`src/rtl/strobe_gen_pkg.sv`:
```
// Package: strobe_gen_pkg
// Purpose : Shared constants and helpers for the strobe generator.
//           calc_cycles() turns a clock frequency and a strobe period into
//           the number of system clocks per strobe (N), using 64-bit math
//           so large CLOCK_HZ * PERIOD_US products cannot overflow.
// Contents: US_PER_S    microseconds per second
//           calc_cycles (clock_hz, period_us) -> clocks per period, truncated
package strobe_gen_pkg;

  localparam longint unsigned US_PER_S = 64'd1_000_000;

  // Truncating integer division; a result of 0 means the requested period
  // is shorter than one clock, and the instantiating module rejects it.
  function automatic longint unsigned calc_cycles(input longint unsigned clock_hz,
                                                  input longint unsigned period_us);
    return (clock_hz * period_us) / US_PER_S;
  endfunction

endpackage

```
`src/rtl/strobe_generator_if.sv`:
```
// Interface: strobe_generator_if
// Purpose  : Groups the run/strobe signals of the strobe generator so a
//            timer block can hook up to it as a single port.
// Signals  : Enable_i  1  high = run the divider
//            Strobe_o  1  one-clock-wide tick, once per period
// Modports : master  - the consumer (drives Enable_i, receives Strobe_o)
//            slave   - the strobe generator itself
interface strobe_generator_if;

  logic Enable_i;
  logic Strobe_o;

  modport master (
    output Enable_i,
    input  Strobe_o
  );

  modport slave (
    input  Enable_i,
    output Strobe_o
  );

endinterface

```
`src/rtl/strobe_generator.sv`:
```
// Module : strobe_generator
// Purpose: Periodic single-cycle strobe generator. Divides the system clock
//          so that Strobe_o pulses for one clock every PERIOD_US
//          microseconds while enabled. Used as a timebase for timers (e.g.
//          ms tick for tone duration, us tick for tone half-period).
// Params : CLOCK_HZ   system clock frequency in Hz
//          PERIOD_US  strobe period in microseconds
// Ports  : Clock          in   system clock, rising edge
//          Reset          in   asynchronous, active-low reset
//          bus.Enable_i   in   high = run; low = stop (clear or freeze)
//          bus.Strobe_o   out  registered one-clock-wide pulse
// Config : STROBE_GEN_PAUSE_EN
//            undefined - Enable_i low clears the partial count
//            defined   - Enable_i low freezes the count, so re-enabling
//                        resumes the interrupted period
module strobe_generator
  import strobe_gen_pkg::*;
#(
  parameter longint unsigned CLOCK_HZ  = 64'd10_000_000,
  parameter longint unsigned PERIOD_US = 64'd1000
) (
  input  logic                Clock,
  input  logic                Reset,
  strobe_generator_if.slave   bus
);

  localparam longint unsigned CYCLES = calc_cycles(CLOCK_HZ, PERIOD_US);

  // A single-bit counter is still needed when CYCLES == 1; it simply sits
  // at zero and every enabled edge is a terminal count.
  localparam int CW = (CYCLES > 64'd1) ? $clog2(CYCLES) : 1;

  localparam logic [CW-1:0] LAST_COUNT = CW'(CYCLES - 64'd1);

  if (CYCLES < 64'd1) begin : g_period_check
    $error("strobe_generator: PERIOD_US is shorter than one clock period");
  end

  logic [CW-1:0] count_q;
  logic [CW-1:0] count_d;
  logic          strobe_q;
  logic          strobe_d;

  // Terminal count wraps to zero and fires the strobe in the same edge, so
  // the counter never leaves 0..CYCLES-1 and the strobe repeats every
  // CYCLES enabled edges. A disabled edge never strobes, even at the
  // terminal count.
  always_comb begin
    count_d  = '0;
    strobe_d = 1'b0;
    if (bus.Enable_i) begin
      if (count_q == LAST_COUNT) begin
        count_d  = '0;
        strobe_d = 1'b1;
      end else begin
        count_d  = count_q + CW'(1);
      end
    end else begin
`ifdef STROBE_GEN_PAUSE_EN
      count_d = count_q;
`else
      count_d = '0;
`endif
    end
  end

  always_ff @(posedge Clock or negedge Reset) begin
    if (!Reset) begin
      count_q  <= '0;
      strobe_q <= 1'b0;
    end else begin
      count_q  <= count_d;
      strobe_q <= strobe_d;
    end
  end

  assign bus.Strobe_o = strobe_q;

endmodule

```
`src/flat_wrapper.sv`:
```
// flat-port wrapper written by rule: the top's interface ports become plain ports
module strobe_generator_flat import strobe_gen_pkg::*;
#(
  parameter longint unsigned CLOCK_HZ  = 64'd10_000_000,
  parameter longint unsigned PERIOD_US = 64'd1000
)
  (Clock, Reset, bus_Enable_i, bus_Strobe_o);
  strobe_generator_if bus_i ();
  input  logic Clock;
  input  logic Reset;
  input wire logic [$bits(bus_i.Enable_i)-1:0] bus_Enable_i;
  output wire logic [$bits(bus_i.Strobe_o)-1:0] bus_Strobe_o;
  assign bus_i.Enable_i = bus_Enable_i;
  assign bus_Strobe_o = bus_i.Strobe_o;
  strobe_generator #(.CLOCK_HZ(CLOCK_HZ), .PERIOD_US(PERIOD_US)) u_core (.Clock(Clock), .Reset(Reset), .bus(bus_i));
endmodule
```
`config.mk`:
```
export PLATFORM = sky130hd
export DESIGN_NAME = strobe_generator_flat
export DESIGN_NICKNAME = d
export VERILOG_FILES = /design/src/rtl/strobe_gen_pkg.sv /design/src/rtl/strobe_generator_if.sv /design/src/rtl/strobe_generator.sv /design/src/flat_wrapper.sv
export SDC_FILE = /design/constraint.sdc
export NUM_CORES = 1
export LEC_CHECK = 0
export BUFFER_PORTS_ARGS = -buffer_cell sky130_fd_sc_hd__buf_2
export CAP_MARGIN = 20
export CORE_AREA = 2 2 46 48
export CTS_BUF_LIST = sky130_fd_sc_hd__clkbuf_16
export DETAILED_ROUTE_END_ITERATION = 10
export DIE_AREA = 0 0 48 50
export PLACE_DENSITY_LB_ADDON = 0.25
export SLEW_MARGIN = 40
export SYNTH_ARGS = -nofsm -noshare
export SYNTH_HDL_FRONTEND = slang
export SYNTH_SLANG_ARGS = --single-unit
```
`constraint.sdc`:
```
create_clock -name Clock -period 3.3 [get_ports Clock]
set_input_delay 0.825 -clock Clock [delete_from_list [all_inputs] [get_ports Clock]]
set_output_delay 0.825 -clock Clock [all_outputs]
set_load 0.005 [all_outputs]
```
Word level (Yosys, flattened, before mapping)

Cells that the tools add are included.

Add/sub/neg operators: 1
Eq/ne operators: 1
Mux-type cells: 4

Operators with widths:

| operator                                                        | count |
|---|---|
| 14-bit 2-to-1 mux                                               | 2 |
| 14-bit by 1-bit adder with 14-bit output, second input constant | 1 |
| 14-bit == test, second input constant                           | 1 |
| 1-bit 2-to-1 mux                                                | 2 |

Bits in registers: 15
Input bits: 3
Output and inout bits: 1

Longest topological paths before layout

Depth in word-level cells: 3
Gate-level depth with buffers: 6
Gate-level depth less buffers: 5

Worst setup path before layout

No wires, ideal clock.

Path type: flip-flop to flip-flop
Start: register u_core.count_q[0]
End: register u_core.count_q[10]
Library setup time: 0.071 ns
Arrival: 1.333 ns
Required time: 3.229 ns
Setup slack: 1.896 ns
Stages on the path, launching flop included: 7
Buffers on the path: 1
Path through: dfrtp_1 > ha_1 > and3_2 > nand4b_1 > nand2_1 > buf_4 > nor2_1

Longest elaborated chain between the ends: 3
Elaborated cells between the ends (all ways): 4

Ends and longest elaborated chain:

| item                                                                       | line                                           | RTL |
|---|---|---|
| start, declared                                                            | strobe_generator.sv:39                         | `logic [CW-1:0] count_q;` |
| start signal, assigned                                                     | strobe_generator.sv:72                         | `count_q <= count_d;` |
| 14-bit by 1-bit adder with 14-bit output or 14-bit == test (tied branches) | strobe_generator.sv:56, strobe_generator.sv:52 |  |
| 14-bit 2-to-1 mux *                                                        | strobe_generator.sv:52                         | `if (count_q == LAST_COUNT) begin` |
| 14-bit 2-to-1 mux *                                                        | strobe_generator.sv:51                         | `if (bus.Enable_i) begin` |
| via u_core.count_d[10]                                                     | strobe_generator.sv:40                         | `logic [CW-1:0] count_d;` |

The timed path passes the listed nets; every way through them passes the cells marked *.

Worst setup path in the final report

Start: register u_core.count_q[0]
End: register u_core.count_q[6]

The elaborated chain is that of the path after synthesis.

==> qor.csv <==
metric,value,unit
result of the run,finished clean,
Cell Int Power,0.000351,W
total CTS buffers,3,
reg-to-reg critical path startpoint,u_core.count_q[0]$_DFF_PN0_,
Syn Nets,76,
RSZ-0062 raised after global routing,no,
largest net degree at the start of global routing,16,
worst min path class,input port to asynchronous set/reset pin,
final core utilization,0.455,
Final Critical Period,1.67,ns
die width,48,µm
Post-route DRC,0,
Setup CP Type,register to register,
Final Hold Vio Count,0,
area share of the largest cell type after synthesis,0.504,
cell accounting for the most synthesized area,dfrtp_1,
Async SR Flop Fraction,1.00,
first-pass GRT wire length,2360,µm
die area,2400,µm²
crit share post-route,0.507,
f_max,598,MHz
via count,522,
First DRT Iteration DRCs,5,
ys flop type,dfrtp_1,
Syn-to-layout area delta,16.1,%
relative slew slack,0.723,
Leak,0.394,nW
Syn. warnings,0,
total clock sinks,15,
gpl congestion,0.738,
worst path cell trace,ha_1 -> and3_2 -> nand4b_1 -> nand2_1 -> nor2_1,
"flops & latches, synth",15,
Post-synth EDFFs,0,
CTS root buffer,clkbuf_16,
"Clk Latency, worst-skew pair",0.24,ns
Worst-Margin Slew,0.414,ns
H-tree level count,1,
flop2flop setup slack,1.63,ns
Die H,50,µm
Placed Area,786,µm²
placed cells,100,
post-route cell area,865,µm²
IO buf count,3,
switching part of the total,0.191,
Crit-path slowest cell,dfrtp_1,
Reg power frac,0.444,
TritonCTS clock tree,done,
gr usage total,0.144,
Logic pwr share,0.029,
Post-CTS Resized,0,
clock slew at reported path FFs,0.05,ns
n_diodes,0,
final worst-path setup slack,1.63,ns
Starting Density,0.391,
max cap viols,0,
cell area after synthesis,744,µm²
cell count after synthesis,71,
Worst setup startpoint,u_core.count_q[0]$_DFF_PN0_,
Sequential Area,375,µm²
GR Overflow Total,0,
critical path launch point type,register,
HPWL Detailed,948,µm
skew final,0.00166,ns
final WL,1270,µm
reg2reg path depth,5,
Critical R2R Capture,u_core.count_q[6]$_DFF_PN0_,
Clk pwr share,0.527,
Crit path largest cell delay,0.45,ns
WL/cell,12.2,µm
fraction of layout cells with a size suffix above 1,0.143,
DP Worst Slack,1.59,ns
# rows,16,
required time worst endpoint,3.46,ns
number of global-route vias before repair,518,
nets,83,
CP Max Fanout,12,
Pwr per Cell Area,502,nW/µm²
syn_area_per_cell,10.5,µm²
DRT antenna net count,0,
top post-synthesis cells by area,"dfrtp_1 50%, xnor2_1 12%, nor2_1 7.6%, ha_1 3.4%, nand3_1 3.4%",
CTS Hold Buffers Added,0,
Max clock buf depth,2,
total core area,1900,µm²
setup bufs post-CTS,0,
"Arr. time, crit path",1.83,ns
"Seq/Total Area, Yosys",0.504,
Psw,0.0000828,W
# IOs,4,
crit end category,register,
final count of negative-setup-slack endpoints,0,
Final Max Tran Viols,0,
Finished Layout Cells,104,
Netlist cell types,18,
Via density,5.02,
Worst setup endpoint,u_core.count_q[6]$_DFF_PN0_,
Worst VDD drop,0.282,mV
fillers,182,
final setup TNS,0,ns
DR pass1 iterations,4,
Multi-input gate area,350,µm²
antenna violations before repair,0,
commonest cells in the netlist,"15 x dfrtp_1, 15 x nor2_1, 10 x xnor2_1",
-- cells in the final DEF, fill, tap and decap left out --
master     netlist  routed
buf_2            0       3
xnor2_1         10      10
nand4_4          1       1
nand4b_1         1       1
ha_1             2       2
nor2_2           1       1
nor3_1           5       5
inv_1            3       4
nor4b_1          1       1
clkbuf_16        0       3
nand3_1          5       5
dfrtp_1         15      15
nand4_1          2       2
nor2_1          15      15
xor2_1           2       2
nor4_4           1       1
nand2_1          2       2
and3_2           2       2
and3_1           2       2
-- worst max-delay path: cells and delay by family (launching register included) --
| family | cells | cell delay (ns) |
|---|---|---|
| flip-flops | 1 | 0.45 |
| AND/OR/NAND/NOR | 4 | 0.88 |
| adder cells (fa/ha/maj) | 1 | 0.26 |
-- flip-flops by register name, summed over array words and instances (netlist names) --
name                 cells
u_core.bus.Strobe_o      1
u_core.count_q          14
-- layer usage --
layer | wire [µm] | vias to the layer above | GRT usage | part of all wire
met1 | 587 | 259 | 0.184 | 0.46
met3 | 38 | 4 | 0.0330 | 0.030
met2 | 596 | 8 | 0.200 | 0.47
met5 | 0 | - | 0 | 0
met4 | 47 | 0 | 0.108 | 0.037
li1 | - | 251 | - | -
-- power groups by stage --
stage	sequential, W	combinational (W)	clock (W)
2_1_floorplan	0.000194	0.00000722	0
3_3_place_gp	0.000196	0.0000132	0
3_5_place_dp	0.000196	0.0000134	0
4_1_cts	0.000193	0.0000134	0.000236
5_1_grt	0.000194	0.0000156	0.000245
6_report	0.000193	0.0000127	0.000229
-- metrics by stage --
stage / hold WS (ns) / power, W
floorplan: 0.507 / 0.000202
global placement: 0.551 / 0.000209
detailed placement: 0.541 / 0.000209
CTS: 0.486 / 0.000442
global route: 0.513 / 0.000454
finish: 0.479 / 0.000434
-- how the worst min path moves through the flow --
stage / start / end / slack, ns / cells past startpoint
detailed placement: u_core.count_q[13]$_DFF_PN0_ / u_core.count_q[13]$_DFF_PN0_ / 0.54 / 2
floorplan: u_core.count_q[13]$_DFF_PN0_ / u_core.count_q[13]$_DFF_PN0_ / 0.51 / 2
CTS: Reset / u_core.count_q[8]$_DFF_PN0_ / 0.49 / 1
finish: Reset / u_core.count_q[9]$_DFF_PN0_ / 0.48 / 1
global route: Reset / u_core.count_q[8]$_DFF_PN0_ / 0.51 / 1
global placement: u_core.count_q[13]$_DFF_PN0_ / u_core.count_q[13]$_DFF_PN0_ / 0.55 / 2
-- kinds of logic (layout without fill, tap and decap cells) --
kind of cell	count (synthesis)	count (layout)	share of synthesized area
XOR/XNOR	12	12	0.141
adder cells (fa/ha/maj)	2	2	0.0336
buffers and inverters	4	10	0.0252
flip-flops	15	15	0.504
AND/OR/NAND/NOR	38	38	0.296
-- final cells by class --
class | count | area share
tap | 27 | 0.0391
sequential | 15 | 0.434
clock buffer | 3 | 0.0868
inverter | 3 | 0.0130
clock inverter | 1 | 0.00434
timing repair buffer | 3 | 0.0174
multi-input combinational | 52 | 0.405
(Power assumes the default switching activity.)
